`src/rtl/a0_uart_logger.sv`:
```
// Captures each new value of the CPU a0 register into a small FIFO and
// streams queued words out as four little-endian UART 8N1 bytes.
module a0_uart_logger #(
    parameter int DATA_WIDTH   = 32,
    parameter int CLKS_PER_BIT = 16,
    parameter int FIFO_DEPTH   = 8
) (
    input  logic                          clk_i,
    input  logic                          rst_i,
    input  logic [DATA_WIDTH-1:0]         a0_i,
    input  logic                          en_i,
    output logic                          tx_o,
    output logic                          busy_o,
    output logic                          overflow_o,
    output logic [$clog2(FIFO_DEPTH):0]   fifo_count_o,
    output logic [1:0]                    state_o
);

    localparam int PTR_W  = $clog2(FIFO_DEPTH);
    localparam int CNT_W  = PTR_W + 1;
    localparam int BAUD_W = (CLKS_PER_BIT > 1) ? $clog2(CLKS_PER_BIT) : 1;
    localparam logic [BAUD_W-1:0] BAUD_LAST = BAUD_W'(CLKS_PER_BIT - 1);
    localparam logic [CNT_W-1:0]  FULL_CNT  = CNT_W'(FIFO_DEPTH);

    typedef enum logic [1:0] {
        S_IDLE  = 2'd0,
        S_START = 2'd1,
        S_DATA  = 2'd2,
        S_STOP  = 2'd3
    } state_t;

    state_t                state, state_n;
    logic [BAUD_W-1:0]     baud_cnt, baud_n;
    logic [2:0]            bit_idx, bit_n;
    logic [1:0]            byte_idx, byte_n;
    logic [DATA_WIDTH-1:0] word, word_n;
    logic                  tx_n;
    logic                  baud_done;

    logic [DATA_WIDTH-1:0] mem [FIFO_DEPTH];
    logic [PTR_W-1:0]      wr_ptr, rd_ptr;
    logic [CNT_W-1:0]      count;
    logic [DATA_WIDTH-1:0] prev;
    logic                  capture, fifo_full, pop, push, drop;

    // A pop frees a slot on the same edge, so a full FIFO still accepts a push then.
    assign capture   = en_i && (a0_i != prev);
    assign fifo_full = (count == FULL_CNT);
    assign pop       = (state == S_IDLE) && (count != '0);
    assign push      = capture && (!fifo_full || pop);
    assign drop      = capture && fifo_full && !pop;

    always_ff @(posedge clk_i) begin
        if (rst_i) begin
            wr_ptr     <= '0;
            rd_ptr     <= '0;
            count      <= '0;
            prev       <= '0;
            overflow_o <= 1'b0;
        end else begin
            if (capture) prev <= a0_i;
            if (push) wr_ptr <= wr_ptr + 1'b1;
            if (pop) rd_ptr <= rd_ptr + 1'b1;
            if (drop) overflow_o <= 1'b1;
            case ({push, pop})
                2'b10:   count <= count + 1'b1;
                2'b01:   count <= count - 1'b1;
                default: count <= count;
            endcase
        end
    end

    always_ff @(posedge clk_i) begin
        if (push && !rst_i) mem[wr_ptr] <= a0_i;
    end

    // Transmit FSM: state register.
    always_ff @(posedge clk_i) begin
        if (rst_i) begin
            state    <= S_IDLE;
            baud_cnt <= '0;
            bit_idx  <= '0;
            byte_idx <= '0;
            word     <= '0;
            tx_o     <= 1'b1;
        end else begin
            state    <= state_n;
            baud_cnt <= baud_n;
            bit_idx  <= bit_n;
            byte_idx <= byte_n;
            word     <= word_n;
            tx_o     <= tx_n;
        end
    end

    assign baud_done = (baud_cnt == BAUD_LAST);

    // Transmit FSM: next state; the baud counter restarts on every bit boundary.
    always_comb begin
        state_n = state;
        baud_n  = baud_cnt + 1'b1;
        bit_n   = bit_idx;
        byte_n  = byte_idx;
        word_n  = word;
        case (state)
            S_IDLE: begin
                baud_n = '0;
                if (count != '0) begin
                    state_n = S_START;
                    word_n  = mem[rd_ptr];
                    byte_n  = '0;
                end
            end
            S_START: begin
                if (baud_done) begin
                    state_n = S_DATA;
                    baud_n  = '0;
                    bit_n   = '0;
                end
            end
            S_DATA: begin
                if (baud_done) begin
                    baud_n = '0;
                    if (bit_idx == 3'd7) state_n = S_STOP;
                    else bit_n = bit_idx + 1'b1;
                end
            end
            S_STOP: begin
                if (baud_done) begin
                    baud_n = '0;
                    if (byte_idx != 2'd3) begin
                        state_n = S_START;
                        byte_n  = byte_idx + 1'b1;
                    end else begin
                        state_n = S_IDLE;
                    end
                end
            end
            default: state_n = S_IDLE;
        endcase
    end

    // Transmit FSM: outputs. The line level is derived from the next state so tx_o can be registered.
    always_comb begin
        tx_n = 1'b1;
        case (state_n)
            S_START: tx_n = 1'b0;
            S_DATA:  tx_n = word_n[{byte_n, bit_n}];
            default: tx_n = 1'b1;
        endcase
        busy_o       = (state != S_IDLE) || (count != '0);
        fifo_count_o = count;
        state_o      = state;
    end

endmodule

```
`config.mk`:
```
export PLATFORM = sky130hd
export DESIGN_NAME = a0_uart_logger
export DESIGN_NICKNAME = d
export VERILOG_FILES = /design/src/rtl/a0_uart_logger.sv
export SDC_FILE = /design/constraint.sdc
export NUM_CORES = 1
export LEC_CHECK = 0
export ABC_CLOCK_PERIOD_IN_PS = 18300
export BUFFER_PORTS_ARGS = -buffer_cell sky130_fd_sc_hd__buf_2
export CORE_ASPECT_RATIO = 0.75
export CORE_MARGIN = 1.5
export CORE_UTILIZATION = 28
export CTS_CLUSTER_DIAMETER = 60
export CTS_CLUSTER_SIZE = 24
export DETAILED_ROUTE_END_ITERATION = 8
export HOLD_SLACK_MARGIN = 0.15
export SYNTH_ARGS = -nofsm -noshare
export SYNTH_HDL_FRONTEND = slang
export SYNTH_SLANG_ARGS = --single-unit
```
`constraint.sdc`:
```
create_clock -name clk_i -period 18.3 [get_ports clk_i]
set_clock_uncertainty 0.1 [all_clocks]
set_input_delay 3.66 -clock clk_i [delete_from_list [all_inputs] [get_ports clk_i]]
set_output_delay 3.66 -clock clk_i [all_outputs]
set_load 0.005 [all_outputs]
```
======== Word level (Yosys, flattened, before mapping) ========
Memory sizes are Yosys's and may differ from the RTL's. A register that Yosys moved wholly into a read port is not among the register bits.
Cells that the tools add are included.
word-level totals
  logic and storage cells ................. 75
  input port bits ......................... 35
  output and inout bits ................... 9
  memories ................................ 1
  register bits ........................... 87
  bits in writable memories ............... 256
memories
  memory  words  bits a word  rd ports  clocked after Yosys merged registers in  wr ports  line  source
  mem     8      32           1         1                                        1         40    logic [DATA_WIDTH-1:0] mem [FIFO_DEPTH];
operators by class
  muxes and demuxes ....................... 27
  equality and inequality tests ........... 12
  magnitude comparators ................... 1
  $add $sub $neg .......................... 7
  reductions and logical operators ........ 16
operator list
  operator                                                                       number
  32-bit 2-to-1 mux                                                              2
  32-bit inequality test                                                         1
  2-bit 2-to-1 mux                                                               8
  4-bit case mux with 2 select lines                                             2
  3-bit 2-to-1 mux                                                               5
  3-bit by 1-bit adder with 3-bit output (second input constant)                 3
  4-bit by 1-bit adder with 4-bit output (second input constant)                 2
  2-bit == test (second input constant)                                          4
  4-bit == test (second input constant)                                          2
  2-bit case mux with 4 select lines                                             1
  2-bit by 1-bit == test with 1-bit output (second input constant)               3
  1-bit logical AND                                                              6
  5-bit by 6-bit less-than comparator with 1-bit output (second input constant)  1
  3-bit case mux with 2 select lines                                             1
  1-bit binary-select mux with 5-bit select                                      1
  1-bit 2-to-1 mux                                                               4
  4-bit 2-to-1 mux                                                               1
  2-bit case mux with 2 select lines                                             1
  2-bit nonzero test                                                             2
  4-bit nonzero test                                                             1
  4-bit by 1-bit subtractor with 4-bit output (second input constant)            1
  3-bit == test (second input constant)                                          1
  1-bit logical NOT                                                              3
  3-bit OR reduction                                                             1
  other kinds (5)                                                                6

======== Longest topological paths before layout ========
  word-level depth ........................ 7
  mapped depth ............................ 16
  depth with buffers taken out ............ 13

======== Least setup slack after synthesis ========
Ideal clock, no wire load.
  path type ............................... input to register
  start point ............................. input a0_i[30]
  end point ............................... memory mem[0][0] (enable)
  cell stages on the path ................. 7
  required time ........................... 17.687 ns
  library setup time ...................... 0.513 ns
  setup slack ............................. 9.829 ns
  arrival ................................. 7.858 ns
  buffers on the path ..................... 1
  cell sequence ........................... xor2_1 nor4_1 nand4_1 o21ai_0 buf_1 nand2b_1 nor4b_1
on the way
  word-level cells in the longest chain between the ends .. 6
RTL lines
  item                                    line  source
  start: declaration                      10    input logic [DATA_WIDTH-1:0] a0_i,
  32-bit inequality test                  47    assign capture = en_i && (a0_i != prev);
  1-bit logical AND                       47
  1-bit logical AND                       50    assign push = capture && (!fifo_full || pop);
  1-bit logical AND                       74    if (push && !rst_i) mem[wr_ptr] <= a0_i;
  1-bit 2-to-1 mux                        74
  1-bit 2-to-1 mux (not written as such)  74
  end: declaration                        40
Every way passes these cells.

======== Final worst setup path ========
  start point ............................. input a0_i[9]
  end point ............................... memory mem[1][15] (enable)
The elaborated chain is that of the path after synthesis.

==> results by group <==
Drt
  – Detailed Routing Iterations Pass 1: 5
  – Post-Route WL: ~32,000 µm
  – Via count: approximately 7,600
  – Vias per std cell: approximately 4.8
  – DRC: 0
  – Final antenna-violating net count: 0
  – Iteration-0 DRC Markers: 685
  – Drt wl/cell: 20.27 µm

Pwr
  – Leakage: roughly 5.2 nW
  – Share of power burned in registers: 0.502
  – Comb pwr share: 0.239
  – Clock power frac: 0.259
  – Net Sw Frac: 0.2988
  – PD cells: 118.0 nW/µm²
  – Internal power: approximately 1.3 mW
  – Max IR drop VDD: approximately 0.000074 V
  – Psw: around 0.55 mW

Finish
  – Layout overhead on the synthesized area: 11.62%
  – Share of layout cells above drive strength 1: 0.1683
  – Nets: 971
  – # fillers: 4,751
  – Final cell count without fillers: between 1,500 and 2,000

Critical path
  – CP Cell Sequence: buf_2, xor2_1, nor4_1, nand4_1, o21ai_4, buf_4, nand2b_1, nor2_1, and3_2, buf_4
  – Worst setup EP type: flip-flop
  – Cell family with the largest share of critical-path delay: simple AND/OR/NAND/NOR gates
  – Most used cell, CP: buf_4
  – Crit start category: primary input
  – Largest stage delay, worst path: between 0.7 and 0.8 ns
  – Slowest cell on crit path: nor4_1
  – Max FO, Critical Path: 36
  – Critical path data required time: around 18 ns
  – CP Data Arrival Time: about 6.9 ns
  – CP Class: primary input to flip-flop
  – Buf/Inv on CP: 3

Yosys
  – Synth area leader: edfxtp_1
  – Share of the synthesized area in the top cell type: 0.5512
  – Post-Syn Area per Cell: between 15 and 20 µm²
  – Most instantiated cells after synthesis: edfxtp_1, nor2_1, mux2i_1
  – Mapped Nets: 935
  – Synthesis Warnings: 0
  – Fraction of registers with async set or reset after synthesis: 0
  – Syn Inst Count: 889
  – Top cells by area in the synthesized netlist: edfxtp_1, dfxtp_1, mux2i_1
  – Number of synthesized register bits: roughly 350
  – Sequential area share after synthesis: 0.6804
  – Synthesized cell area: about 14,000 µm²
  – Main flop type after synthesis: edfxtp_1
  – Number of enable flip-flop cells after synthesis: approximately 260
  – Most numerous cell in the Yosys netlist: edfxtp_1
  – Post-synth cell types: ~50

Floorplanning
  – Die width: ~260 µm
  – Core ar.: 48,960 µm²
  – Rows: 70
  – I/O Pins: between 40 and 50
  – Die height: roughly 200 µm
  – Starting Density: 0.2848
  – Die area: a little over 50,000 µm²

Clock tree
  – Worst-case clock buffer depth: 3
  – Skew-Pair Late Insertion Delay: roughly 0.55 ns
  – Total CTS buffers: 20
  – Resize count post-CTS: 0
  – Clk sink count: about 350
  – TritonCTS clock tree: done
  – Setup bufs post-CTS: 0
  – Post-CTS Hold Fix Bufs: 0
  – Clk slew on worst S/H paths: roughly 0.10 ns
  – Clk root buf: clkbuf_16
  – H-tree levels: 1

Global routing
  – Initial antenna violation count: 3
  – Busiest layer in global routing: met1
  – Met1 Track Usage GR: 0.2077
  – Vias in the first global route: ~7,300
  – Met2 Use GR: 0.1674
  – Grt ovf: 0
  – GR met3 Demand/Resource: 0.02300
  – First-pass GRT wire length: between 40,000 and 50,000 µm
  – GRT Total Usage: 0.1261
  – Largest net degree at the start of global routing: ~50

STA
  – Fin crit period: 6.797 ns
  – Final critical-path share of the clock period: 0.3714
  – Max Fclk: about 150 MHz
  – Max-slew headroom: 0.3428
  – Final setup TNS: 0 ns
  – Fin. max-slew vios: 0
  – Final setup viols: 0
  – Least-Margin Pin Slew: 0.9838 ns
  – RSZ-0062 raised after global routing: no
  – Fin. Hold Viols: 0
  – Worst setup margin: around 12 ns

Placement
  – DPL Wire Length: approximately 19,000 µm
  – # port buffers: 43
  – Inst Count DP: roughly 1,600
  – Pre-CTS WS: between 10 and 15 ns
  – Routability cong.: 0.7689

Hold path
  – Min-Delay Path Class: flip-flop to flip-flop

Job
  – Max-Cap Viols: 0

Outcome
  – Status: finished, final reports clean
metal layers:
layer / up-vias / share of wire
li1: 3472 / -
met1: 3864 / 0.53
met2: 171 / 0.40
met3: 48 / 0.053
met4: 4 / 0.018
met5: - / 0.00096
placed cells by master (no fill, tap or decap), types with 3 or more instances in the layout:
cell type	instances
a211oi_1	4
a21oi_1	18
a22oi_1	19
a31oi_1	9
and3_1	4
buf_2	42
buf_4	20
clkbuf_1	6
clkbuf_16	20
clkinv_4	5
dfxtp_1	87
edfxtp_1	256
ha_1	10
inv_1	7
mux2_2	19
mux2i_1	99
mux4_1	13
mux4_2	32
nand2_1	22
nand3_1	6
nand4_1	3
nor2_1	100
nor2_4	3
nor2b_1	15
nor3_1	19
nor4_1	12
o21ai_0	5
o22ai_1	4
xnor2_1	6
xor2_1	35
layout make-up:
class	count	area [µm²]	area share
diodes	2	5.005	0.0003215
multi-input cells	488	4244	0.2726
repair buffers	62	360.3	0.02315
flip-flops and latches	346	9495	0.6100
clock inverters	10	101.3	0.006511
well taps	648	810.8	0.05209
clock buffers	26	523.0	0.03360
inverters	7	26.28	0.001688
power groups by stage:
stage	Combinational [mW]	Sequential, mW	Clock, mW
2_1_floorplan	0.317	0.932	0
3_3_place_gp	0.434	0.938	0
3_5_place_dp	0.438	0.940	0
4_1_cts	0.440	0.922	0.489
5_1_grt	0.477	0.928	0.519
6_report	0.439	0.922	0.476
per-stage QoR:
step           utilization  cell area, µm²  total power [mW]  hold slack [ns]
2_1_floorplan            -           13950             1.250           0.3178
3_3_place_gp        0.3051           14940             1.372           0.3340
3_5_place_dp        0.3051           14940             1.378           0.3404
4_1_cts             0.3178           15560             1.851           0.3548
5_1_grt             0.3178           15560             1.923           0.3848
6_report            0.3179           15570             1.836           0.3531
cell families (layout without fill, tap and decap cells):
logic type	after synthesis	after routing	share of synthesized area
simple gates	196	196	0.06406
mux	163	163	0.1626
compound gates	77	77	0.03732
flops	346	346	0.6804
buf+inv	55	105	0.01947
xor+xnor	41	41	0.02575
fa+ha+maj	11	11	0.01041
other cells	0	2	0
state kept, by name (all words and copies together), names as in the netlist, named ones only:
name	flops
overflow_o	1
bit_idx	3
state_o	2
rd_ptr	3
fifo_count_o	4
wr_ptr	3
word	32
tx_o	1
byte_idx	2
baud_cnt	4
prev	32
mem	256
worst paths after layout:
path	start	end	slack [ns]	cells past startpoint
setup / recovery	a0_i[9]	mem[1][15]	11.50	10
hold reg to reg	baud_cnt[0]	baud_cnt[0]	0.35	1
hold / removal	baud_cnt[0]	baud_cnt[0]	0.35	1
setup reg to reg	flip-flop	tx_o	14.26	9
No activity file was read; power rests on OpenSTA's default activity.
